--- config.mk ---
export PLATFORM = sky130hd
export DESIGN_NAME = serial_frame_tx_flat
export DESIGN_NICKNAME = d
export VERILOG_FILES = /design/src/rtl/serial_frame_tx_if.sv /design/src/rtl/serial_frame_tx.sv /design/src/flat_wrapper.sv
export SDC_FILE = /design/constraint.sdc
export NUM_CORES = 1
export LEC_CHECK = 0
export BUFFER_PORTS_ARGS = -buffer_cell sky130_fd_sc_hd__buf_4
export CORE_ASPECT_RATIO = 0.9
export CORE_MARGIN = 4
export CORE_UTILIZATION = 40
export DETAILED_ROUTE_END_ITERATION = 16
export GPL_ROUTABILITY_DRIVEN = 1
export PLACE_DENSITY = 0.7
export SYNTH_ARGS = -nofsm -noshare
export SYNTH_HDL_FRONTEND = slang
export SYNTH_SLANG_ARGS = --single-unit
--- constraint.sdc ---
create_clock -name clk -period 2.8 [get_ports clk]
set_input_delay 0.28 -clock clk [delete_from_list [all_inputs] [get_ports clk]]
set_output_delay 0.28 -clock clk [all_outputs]
set_load 0.02 [all_outputs]
--- src/rtl/serial_frame_tx_if.sv ---
// Word-input / serial-output bundle for serial_frame_tx.
// Latency: none (wires only); timing is set by the transmitter.
// Backpressure: ready low while a frame is on the line; valid is ignored then.
// Ports: data_in/valid in, ready/tx/busy/done out (as seen by the transmitter).
interface serial_frame_tx_if #(
  parameter int DATA_W = 8
);
  logic [DATA_W-1:0] data_in;
  logic              valid;
  logic              ready;
  logic              tx;
  logic              busy;
  logic              done;

  // Word source / line observer.
  modport master (
    output data_in, valid,
    input  ready, tx, busy, done
  );

  // Transmitter side.
  modport slave (
    input  data_in, valid,
    output ready, tx, busy, done
  );
endinterface

--- src/rtl/serial_frame_tx.sv ---
// Parallel-to-serial frame transmitter: start(0), data LSB-first, optional even parity, stop(1).
// Latency: start bit on tx the cycle after acceptance; frame is (2+DATA_W+PARITY_EN)*CLKS_PER_BIT cycles.
// Backpressure: ready drops on acceptance and returns with done at the end of the stop bit.
// Ports: clk, rst (async, active-high), bus.slave {data_in, valid, ready, tx, busy, done}.
module serial_frame_tx #(
  parameter int DATA_W       = 8,
  parameter int CLKS_PER_BIT = 4,
  parameter int PARITY_EN    = 1
) (
  input  logic             clk,
  input  logic             rst,
  serial_frame_tx_if.slave bus
);

  localparam int CNT_W = (CLKS_PER_BIT > 1) ? $clog2(CLKS_PER_BIT) : 1;
  localparam int BIT_W = (DATA_W > 1) ? $clog2(DATA_W) : 1;

  localparam logic [CNT_W-1:0] CNT_LAST = CNT_W'(CLKS_PER_BIT - 1);
  localparam logic [BIT_W-1:0] BIT_LAST = BIT_W'(DATA_W - 1);

  typedef enum logic [2:0] {
    IDLE,
    START,
    DATA,
    PARITY,
    STOP
  } state_t;

  state_t            state;
  logic [CNT_W-1:0]  baud_cnt;
  logic [BIT_W-1:0]  bit_cnt;
  logic [DATA_W-1:0] shreg;
  logic [DATA_W-1:0] shreg_next;
  logic              par;
  logic              bit_end;

  logic              tx_q;
  logic              ready_q;
  logic              busy_q;
  logic              done_q;

  assign bit_end    = (baud_cnt == CNT_LAST);
  assign shreg_next = shreg >> 1;

  assign bus.tx    = tx_q;
  assign bus.ready = ready_q;
  assign bus.busy  = busy_q;
  assign bus.done  = done_q;

  // tx is driven one bit ahead: every transition loads the value of the bit
  // that starts on the following cycle, so the line itself is a flop output.
  always_ff @(posedge clk or posedge rst) begin
    if (rst) begin
      state    <= IDLE;
      baud_cnt <= '0;
      bit_cnt  <= '0;
      shreg    <= '0;
      par      <= 1'b0;
      tx_q     <= 1'b1;
      ready_q  <= 1'b1;
      busy_q   <= 1'b0;
      done_q   <= 1'b0;
    end else begin
      done_q <= 1'b0;

      // Baud counter only runs while a frame is on the line.
      if (state != IDLE) begin
        baud_cnt <= bit_end ? '0 : baud_cnt + 1'b1;
      end

      case (state)
        IDLE: begin
          if (bus.valid && ready_q) begin
            shreg    <= bus.data_in;
            par      <= ^bus.data_in;
            baud_cnt <= '0;
            bit_cnt  <= '0;
            tx_q     <= 1'b0;
            ready_q  <= 1'b0;
            busy_q   <= 1'b1;
            state    <= START;
          end
        end

        START: begin
          if (bit_end) begin
            tx_q  <= shreg[0];
            state <= DATA;
          end
        end

        DATA: begin
          if (bit_end) begin
            if (bit_cnt == BIT_LAST) begin
              bit_cnt <= '0;
              if (PARITY_EN != 0) begin
                tx_q  <= par;
                state <= PARITY;
              end else begin
                tx_q  <= 1'b1;
                state <= STOP;
              end
            end else begin
              bit_cnt <= bit_cnt + 1'b1;
              shreg   <= shreg_next;
              tx_q    <= shreg_next[0];
            end
          end
        end

        PARITY: begin
          if (bit_end) begin
            tx_q  <= 1'b1;
            state <= STOP;
          end
        end

        STOP: begin
          if (bit_end) begin
            ready_q <= 1'b1;
            busy_q  <= 1'b0;
            done_q  <= 1'b1;
            state   <= IDLE;
          end
        end

        default: begin
          tx_q    <= 1'b1;
          ready_q <= 1'b1;
          busy_q  <= 1'b0;
          state   <= IDLE;
        end
      endcase
    end
  end

endmodule

--- src/flat_wrapper.sv ---
// flat-port wrapper written by rule: the top's interface ports become plain ports
module serial_frame_tx_flat 
#(
  parameter int DATA_W       = 8,
  parameter int CLKS_PER_BIT = 4,
  parameter int PARITY_EN    = 1
)
  (clk, rst, bus_data_in, bus_valid, bus_ready, bus_tx, bus_busy, bus_done);
  serial_frame_tx_if #(.DATA_W(DATA_W)) bus_i ();
  input  logic clk;
  input  logic rst;
  input wire logic [$bits(bus_i.data_in)-1:0] bus_data_in;
  input wire logic [$bits(bus_i.valid)-1:0] bus_valid;
  output wire logic [$bits(bus_i.ready)-1:0] bus_ready;
  output wire logic [$bits(bus_i.tx)-1:0] bus_tx;
  output wire logic [$bits(bus_i.busy)-1:0] bus_busy;
  output wire logic [$bits(bus_i.done)-1:0] bus_done;
  assign bus_i.data_in = bus_data_in;
  assign bus_i.valid = bus_valid;
  assign bus_ready = bus_i.ready;
  assign bus_tx = bus_i.tx;
  assign bus_busy = bus_i.busy;
  assign bus_done = bus_i.done;
  serial_frame_tx #(.DATA_W(DATA_W), .CLKS_PER_BIT(CLKS_PER_BIT), .PARITY_EN(PARITY_EN)) u_core (.clk(clk), .rst(rst), .bus(bus_i));
endmodule
==> results of run 1 <==
-- synth_stat cells --
cell type | n | area, um^2
dfstp_2 | 2 | 52.55
mux2_1 | 1 | 11.26
clkbuf_4 | 1 | 7.510
a21oi_1 | 1 | 5.000
nor2_4 | 1 | 11.26
o22ai_1 | 1 | 6.260
xnor2_1 | 7 | 61.31
and2_1 | 2 | 12.51
o21ai_2 | 1 | 8.760
inv_1 | 5 | 18.77
o211ai_4 | 1 | 21.27
a32o_1 | 1 | 10.01
nand2_2 | 1 | 6.260
o211ai_1 | 1 | 7.510
mux2i_1 | 8 | 80.08
xor2_1 | 1 | 8.760
a31oi_1 | 2 | 12.51
nand3_1 | 3 | 15.01
and3b_4 | 1 | 12.51
nor4_2 | 1 | 12.51
o31ai_1 | 1 | 7.510
nand3_2 | 1 | 10.01
o21ai_1 | 10 | 50.05
o21ai_0 | 3 | 15.01
and3_1 | 2 | 12.51
dfrtp_1 | 19 | 475.5
or3_1 | 1 | 6.260
o41ai_2 | 1 | 16.27
a21o_1 | 1 | 7.510
ha_1 | 4 | 50.05
nor3_4 | 1 | 16.27
nor2_1 | 4 | 15.01
buf_6 | 3 | 33.78
o311a_2 | 1 | 11.26
nand2_1 | 15 | 56.30
-- metal layers --
| layer | vias up | routed length (um) | part of all wire [%] | global-route usage, % |
|---|---|---|---|---|
| li1 | 416 | - | - | - |
| met1 | 385 | 994 | 49 | 16.51 |
| met2 | 5 | 1004 | 49 | 20.12 |
| met3 | 2 | 19 | 0.93 | 1.139 |
| met4 | 0 | 27 | 1.3 | 6.325 |
| met5 | - | 0 | 0 | 0 |
-- flip-flops by register name, indices dropped and copies added, names as in the netlist --
| signal | flops |
|---|---|
| u_core.baud_cnt | 2 |
| u_core.bit_cnt | 3 |
| u_core.bus.busy | 1 |
| u_core.bus.done | 1 |
| u_core.bus.ready | 1 |
| u_core.bus.tx | 1 |
| u_core.par | 1 |
| u_core.shreg | 8 |
| u_core.state | 3 |
-- logic make-up (layout without fill, tap and decap cells) --
group | count (synthesis) | after routing | synth area share (%)
multiplexers | 9 | 9 | 7.841
flip-flops | 21 | 21 | 45.33
AND/OR/NAND/NOR | 33 | 33 | 16.00
adder cells (fa/ha/maj) | 4 | 4 | 4.297
AO/OA/AOI/OAI | 25 | 25 | 15.36
buffers and inverters | 9 | 23 | 5.156
XOR/XNOR | 8 | 8 | 6.015
-- area by class of cell --
cell class	instances	area [um^2]	area share (%)
clock buffers	3	22.52	1.724
clock inverters	1	5.005	0.3831
inverters	5	18.77	1.437
multi-input cells	79	576.8	44.16
flip-flops and latches	21	528.0	40.42
well taps	40	50.05	3.831
repair buffers	14	105.1	8.046
-- power by group --
part           internal [mW]  total (mW)  switching [mW]
Clock                 0.0531       0.144          0.0905
Sequential             0.431       0.552           0.120
Combinational          0.237       0.530           0.294
Total                  0.721        1.23           0.505
-- path summary, 6_finish.rpt --
check	startpoint	endpoint	slack, ps	cells after the start
setup / recovery	u_core.state[1]$_DFFE_PP0P_	u_core.shreg[0]$_DFFE_PP0P_	1240	4
min in group clk	bus_valid	u_core.bus.ready$_DFFE_PP1P_	170	2
hold / removal	rst	u_core.bit_cnt[1]$_DFFE_PP0P_	110	2
hold reg to reg	u_core.bit_cnt[1]$_DFFE_PP0P_	u_core.bit_cnt[1]$_DFFE_PP0P_	500	2
max in group asynchronous	rst	u_core.state[2]$_DFFE_PP0P_	2190	2
setup reg to reg	u_core.state[1]$_DFFE_PP0P_	u_core.shreg[0]$_DFFE_PP0P_	1240	4
==> metrics.cfg, run 1 <==
[status]
status = finished, final reports clean

[synth]
synth_seq_cells = 21
synth_area_mm2 = 0.001165
ys_seq_area_share_pct = 45.33
ys.warnings.count = 0
avgSynthCellArea_um2 = 10.69
syn-num-nets = 124
synth_cells = 109
ys_types = 35

[clock_tree]
clockRootBuffer = clkbuf_4
cts_tree = yes
cts_buffers = 3
cts_buffer_depth = 2
clkSlewWorstSetupHoldPaths_ps = 120
cts_sinks = 21
clk_latency_ps = 300
cts.repair.resized = 0
htree_levels = 1
post_cts_buffers = 0
ctsHoldBuffers = 0

[timing]
fin_hold_ws_ps = 113.3
finalHoldViolations = 0
finalSetupViolations = 0
slew_headroom_pct = 47.64
final_max_slew_viol_count = 0
setup-tns-final_ps = 0
fin_worst_skew_ps = 4.725
period_minus_slack_ps = 1560
fin_crit_sh_pct = 55.70
fmax_mhz = 641.2
rsz0062_at_grt = no
tightestPinTransition_ps = 784.5
fin_ws_ps = 1240

[final_layout]
drive_above_1_share_pct = 24.39
final_cells = 163
final_cell_mix = dfrtp_1 (19), nand2_1 (15), buf_4 (14)
layout_commonest_cell = dfrtp_1
post-route-util_pct = 47.15
num-nets-final = 139
syn_to_final_growth_pct = 12.14
design_area_mm2 = 0.001306
diodes = 0
final.fill_count = 261

[worst_setup_path]
slowest_delay_ps = 610
path_max_fanout = 16
cp_slowest_cell = dfrtp_1
path_buf_inv = 0
end_kind = flip-flop
crit_required_ps = 3030
path_delay_family = flip-flops
startpoint_type = flip-flop
path_class = flip-flop to flip-flop
critPathArrivalTime_ps = 1790
path_cells = and3b_4, o211ai_4, nand2_1, o21ai_1

[place]
post_dp_cell_area_mm2 = 0.001279
place_ws_ps = 1262
dp.cells = 159
gp_congestion = 0.8452
dpl.hpwl_mm = 1.556
numPortBuffers = 14

[flow_run]
drv_cap = 0

[drt]
drc = 0
detail-route-antenna-nets = 0
wl_per_cell_um = 12.55
drt_iter0_drc = 17
vias = 808
dr.pass1.iters = 4
via_per_inst = 4.957
wirelength_mm = 2.046

[global_route]
grt_usage_pct = 12.35
grt_start_max_net_pins = 22
overflow = 0
grt_pass1_vias = 835
antenna_found_initial = 0
grt_pass1_wl_mm = 3.719

[floorplan]
core-area_mm2 = 0.002770
initial_core_util_pct = 42.05
rows = 18
io_pins = 15
die_h_um = 59.20
die_area_mm2 = 0.003841
die_w_um = 64.89

[power_and_ir_drop]
power_mw = 1.226
ir_drop_mv = 0.4281
p_per_area_mw_per_mm2 = 938.4
p_leak_nw = 0.6226

[min_path]
hp-class = primary input to asynchronous set/reset pin

Note: power is estimated with default switching activity, not from simulation.
==> run 2: changes to the inputs <==
- ABC_AREA: not set -> 1
- PLACE_DENSITY: 0.7 -> 0.69
- clock period: 2.8 -> 1.46 ns (I/O delays scaled with it)
==> metrics.cfg, run 2 <==
[status]
status = finished, final reports clean  ; unchanged

[synth]
syn-num-nets = 196  ; was 124
ys_types = 25  ; was 35
synth-adder-area-share_pct = 3.724  ; was 4.296%
synthSimpleGateAreaFrac_pct = 34.54  ; was 16.00%
yosysMostFrequentCell = nand2_1  ; was dfrtp_1
synth_compound_area_share_pct = 11.36  ; was 15.36%
synth_area_mm2 = 0.001344  ; was 0.001165 mm^2
synth_seq_cells = 21  ; unchanged
synthMuxAreaShare_pct = 0  ; was 7.841%
synthTopCellsByCount = nand2_1 (68), inv_1 (24), dfrtp_1 (19), o21ai_0 (19)  ; was dfrtp_1 (19), nand2_1 (15), o21ai_1 (10), mux2i_1 (8), xnor2_1 (7)
synth-edff-count = 0  ; unchanged
synth_top_cell_by_area = dfrtp_1  ; unchanged
synth_ff_type = dfrtp_1  ; unchanged
synth-xor-area-share_pct = 1.304  ; was 6.015%
synth_top_area_share_pct = 35.38  ; was 40.82%
avgSynthCellArea_um2 = 7.424  ; was 10.69 um^2
synth_top_family_by_area = simple AND/OR/NAND/NOR gates  ; unchanged
synth_area_leaders = dfrtp_1 (35%), nand2_1 (19%), o21ai_0 (7.1%)  ; was dfrtp_1 (41%), mux2i_1 (6.9%), xnor2_1 (5.3%)
ys_seq_area_share_pct = 39.29  ; was 45.33%
ys.warnings.count = 0  ; unchanged
synth_cells = 181  ; was 109
synth_async_sr_flop_share_pct = 100.0  ; unchanged

[clock_tree]
clk_latency_ps = 270  ; was 300 ps
cts_tree = yes  ; unchanged
cts_buffers = 3  ; unchanged
htree_levels = 1  ; unchanged
clkSlewWorstSetupHoldPaths_ps = 80  ; was 120 ps
cts_buffer_depth = 2  ; unchanged
clockRootBuffer = clkbuf_8  ; was clkbuf_4
cts_sinks = 21  ; unchanged

[final_layout]
syn_to_final_growth_pct = 30.17  ; was 12.14%
largest_register = u_core.shreg  ; unchanged
drive_above_1_share_pct = 30.59  ; was 24.39%
diodes = 0  ; unchanged
reg_top3 = u_core.shreg (8), u_core.bit_cnt (3), u_core.state (3)  ; unchanged
final_cells = 261  ; was 163
largest_reg_flops = 8  ; unchanged
final.fill_count = 298  ; was 261
multi_input_area_um2 = 739.5  ; was 576.8 um^2
final_cell_mix = nand2_1 (66), buf_4 (36), inv_1 (23)  ; was dfrtp_1 (19), nand2_1 (15), buf_4 (14)
post-route-util_pct = 55.74  ; was 47.15%
layout_commonest_cell = nand2_1  ; was dfrtp_1
seqCellArea_um2 = 529.3  ; was 528.0 um^2
num-nets-final = 235  ; was 139
design_area_mm2 = 0.001749  ; was 0.001306 mm^2

[power_and_ir_drop]
ir_drop_mv = 1.049  ; was 0.4281 mV
p_per_area_mw_per_mm2 = 2171  ; was 938.4 mW/mm^2
power_mw = 3.798  ; was 1.226 mW
p_leak_nw = 0.9341  ; was 0.6226 nW

[min_path]
whs_path_depth = 3
hold_end = u_core.shreg[7]$_DFFE_PP0P_
hp-class = primary input to flip-flop  ; was primary input to asynchronous set/reset pin
min-delay-start = bus_data_in[7]

[timing]
finalHoldViolations = 0  ; unchanged
fin_hold_ws_ps = 135.9  ; was 113.3 ps
fin_ws_ps = 81.87  ; was 1240 ps
finalSetupViolations = 0  ; unchanged
fmax_mhz = 725.6  ; was 641.2 MHz
fin_crit_sh_pct = 94.39  ; was 55.70%
setup-tns-final_ps = 0  ; unchanged
slew_headroom_pct = 69.73  ; was 47.64%
final_max_slew_viol_count = 0  ; unchanged
fin_worst_skew_ps = 7.061  ; was 4.725 ps
period_minus_slack_ps = 1378  ; was 1560 ps
tightestPinTransition_ps = 453.5  ; was 784.5 ps

[drt]
wl_per_cell_um = 11.03  ; was 12.55 um
drt_iter0_drc = 75  ; was 17
via_per_inst = 4.559  ; was 4.957
detail-route-antenna-nets = 0  ; unchanged
dr.pass1.iters = 4  ; unchanged
drc = 0  ; unchanged
vias = 1190  ; was 808
wirelength_mm = 2.880  ; was 2.046 mm

[floorplan]
die_h_um = 62.99  ; was 59.20 um
die_w_um = 69.10  ; was 64.89 um
io_pins = 15  ; unchanged
rows = 19  ; was 18
core-area_mm2 = 0.003138  ; was 0.002770 mm^2
die_area_mm2 = 0.004352  ; was 0.003841 mm^2
initial_core_util_pct = 42.82  ; was 42.05%

[place]
dp.cells = 244  ; was 159
gp_congestion = 0.8492  ; was 0.8452
dpl.hpwl_mm = 2.189  ; was 1.556 mm
post_dp_cell_area_mm2 = 0.001546  ; was 0.001279 mm^2
place_ws_ps = -35.09  ; was 1262 ps
numPortBuffers = 14  ; unchanged

[global_route]
antenna_found_initial = 0  ; unchanged
grt_pass1_wl_mm = 4.588  ; was 3.719 mm
overflow = 0  ; unchanged
grt_start_max_net_pins = 13  ; was 22
grt_usage_pct = 12.77  ; was 12.35%
grt_pass1_vias = 1067  ; was 835

[flow_run]
drv_cap = 0  ; unchanged

[worst_setup_path]
path_max_fanout = 6  ; was 16
r2r_end = u_core.shreg[2]$_DFFE_PP0P_  ; was u_core.shreg[0]$_DFFE_PP0P_
crit_required_ps = 1610  ; was 3030 ps
path_class = flip-flop to flip-flop  ; unchanged
startpoint_type = flip-flop  ; unchanged
end_kind = flip-flop  ; unchanged
critPathArrivalTime_ps = 1530  ; was 1790 ps
worstReg2RegStart = u_core.state[2]$_DFFE_PP0P_  ; was u_core.state[1]$_DFFE_PP0P_
reg2reg_slack_ps = 80  ; was 1240 ps
worstRegToRegCells = 9  ; was 4

## run 2: cell families (layout without fill, tap and decap cells)
logic type               count (synthesis)  after routing
XOR/XNOR                                 2              2
adder cells (fa/ha/maj)                  4              4
buffers and inverters                   30             68
AND/OR/NAND/NOR                         97             97
flip-flops                              21             21
AO/OA/AOI/OAI                           27             27
## run 2: layout make-up
class | count | share of cell area, %
tap | 42 | 3.004
multi-input combinational | 130 | 42.27
sequential | 21 | 30.26
clock inverter | 1 | 0.2861
inverter | 27 | 5.794
timing repair buffer | 37 | 16.02
clock buffer | 3 | 2.361
## run 2: critical path, cell delays in order (launching register included)
cell     delay, ps
dfrtp_1        400
inv_2          100
nand2_4        100
nor2_4         180
nand2_8         90
nand2_8         90
nor2_4          40
buf_4          160
nand2_1         60
nand2_1         50
## run 2: how the worst max path moves through the flow
stage | from | end | slack [ps] | depth (start not counted)
final | u_core.state[2]$_DFFE_PP0P_ | u_core.shreg[2]$_DFFE_PP0P_ | 80 | 9
after global routing | u_core.state[0]$_DFFE_PP0P_ | u_core.state[2]$_DFFE_PP0P_ | -10 | 7
after CTS | u_core.bus.ready$_DFFE_PP1P_ | u_core.bit_cnt[0]$_DFFE_PP0P_ | 0.7 | 5
after detailed placement | u_core.bit_cnt[0]$_DFFE_PP0P_ | u_core.shreg[4]$_DFFE_PP0P_ | -40 | 7
after global placement | u_core.bus.ready$_DFFE_PP1P_ | u_core.bit_cnt[0]$_DFFE_PP0P_ | 10 | 5
after floorplan | u_core.bus.ready$_DFFE_PP1P_ | u_core.bit_cnt[0]$_DFFE_PP0P_ | 60 | 5
## run 2: routing by layer
metal  vias to the layer above  routed length, um  track usage [%]
met4                         0                  0            2.195
met3                         0                 86            3.376
met2                        14               1347            20.60
met1                       539               1446            17.36
li1                        637                  -                -
met5                         -                  0                0
## run 2: timing repair
item / 4_1_cts / 5_1_grt
hold endpoints to repair: 9 / 0
endpoints found under the setup margin: 8 / 16
gates resized for setup: 0 / 15
hold buffers: 1 / 0
setup buffers: 2 / 10
pin swaps: 1 / 6
## run 2: report_power, final
group / leakage (nW) / internal (mW) / switching, mW
logic: 0.647 / 1.00 / 1.37
clock network: 0.0255 / 0.191 / 0.205
registers: 0.261 / 0.865 / 0.164
total: 0.934 / 2.06 / 1.74
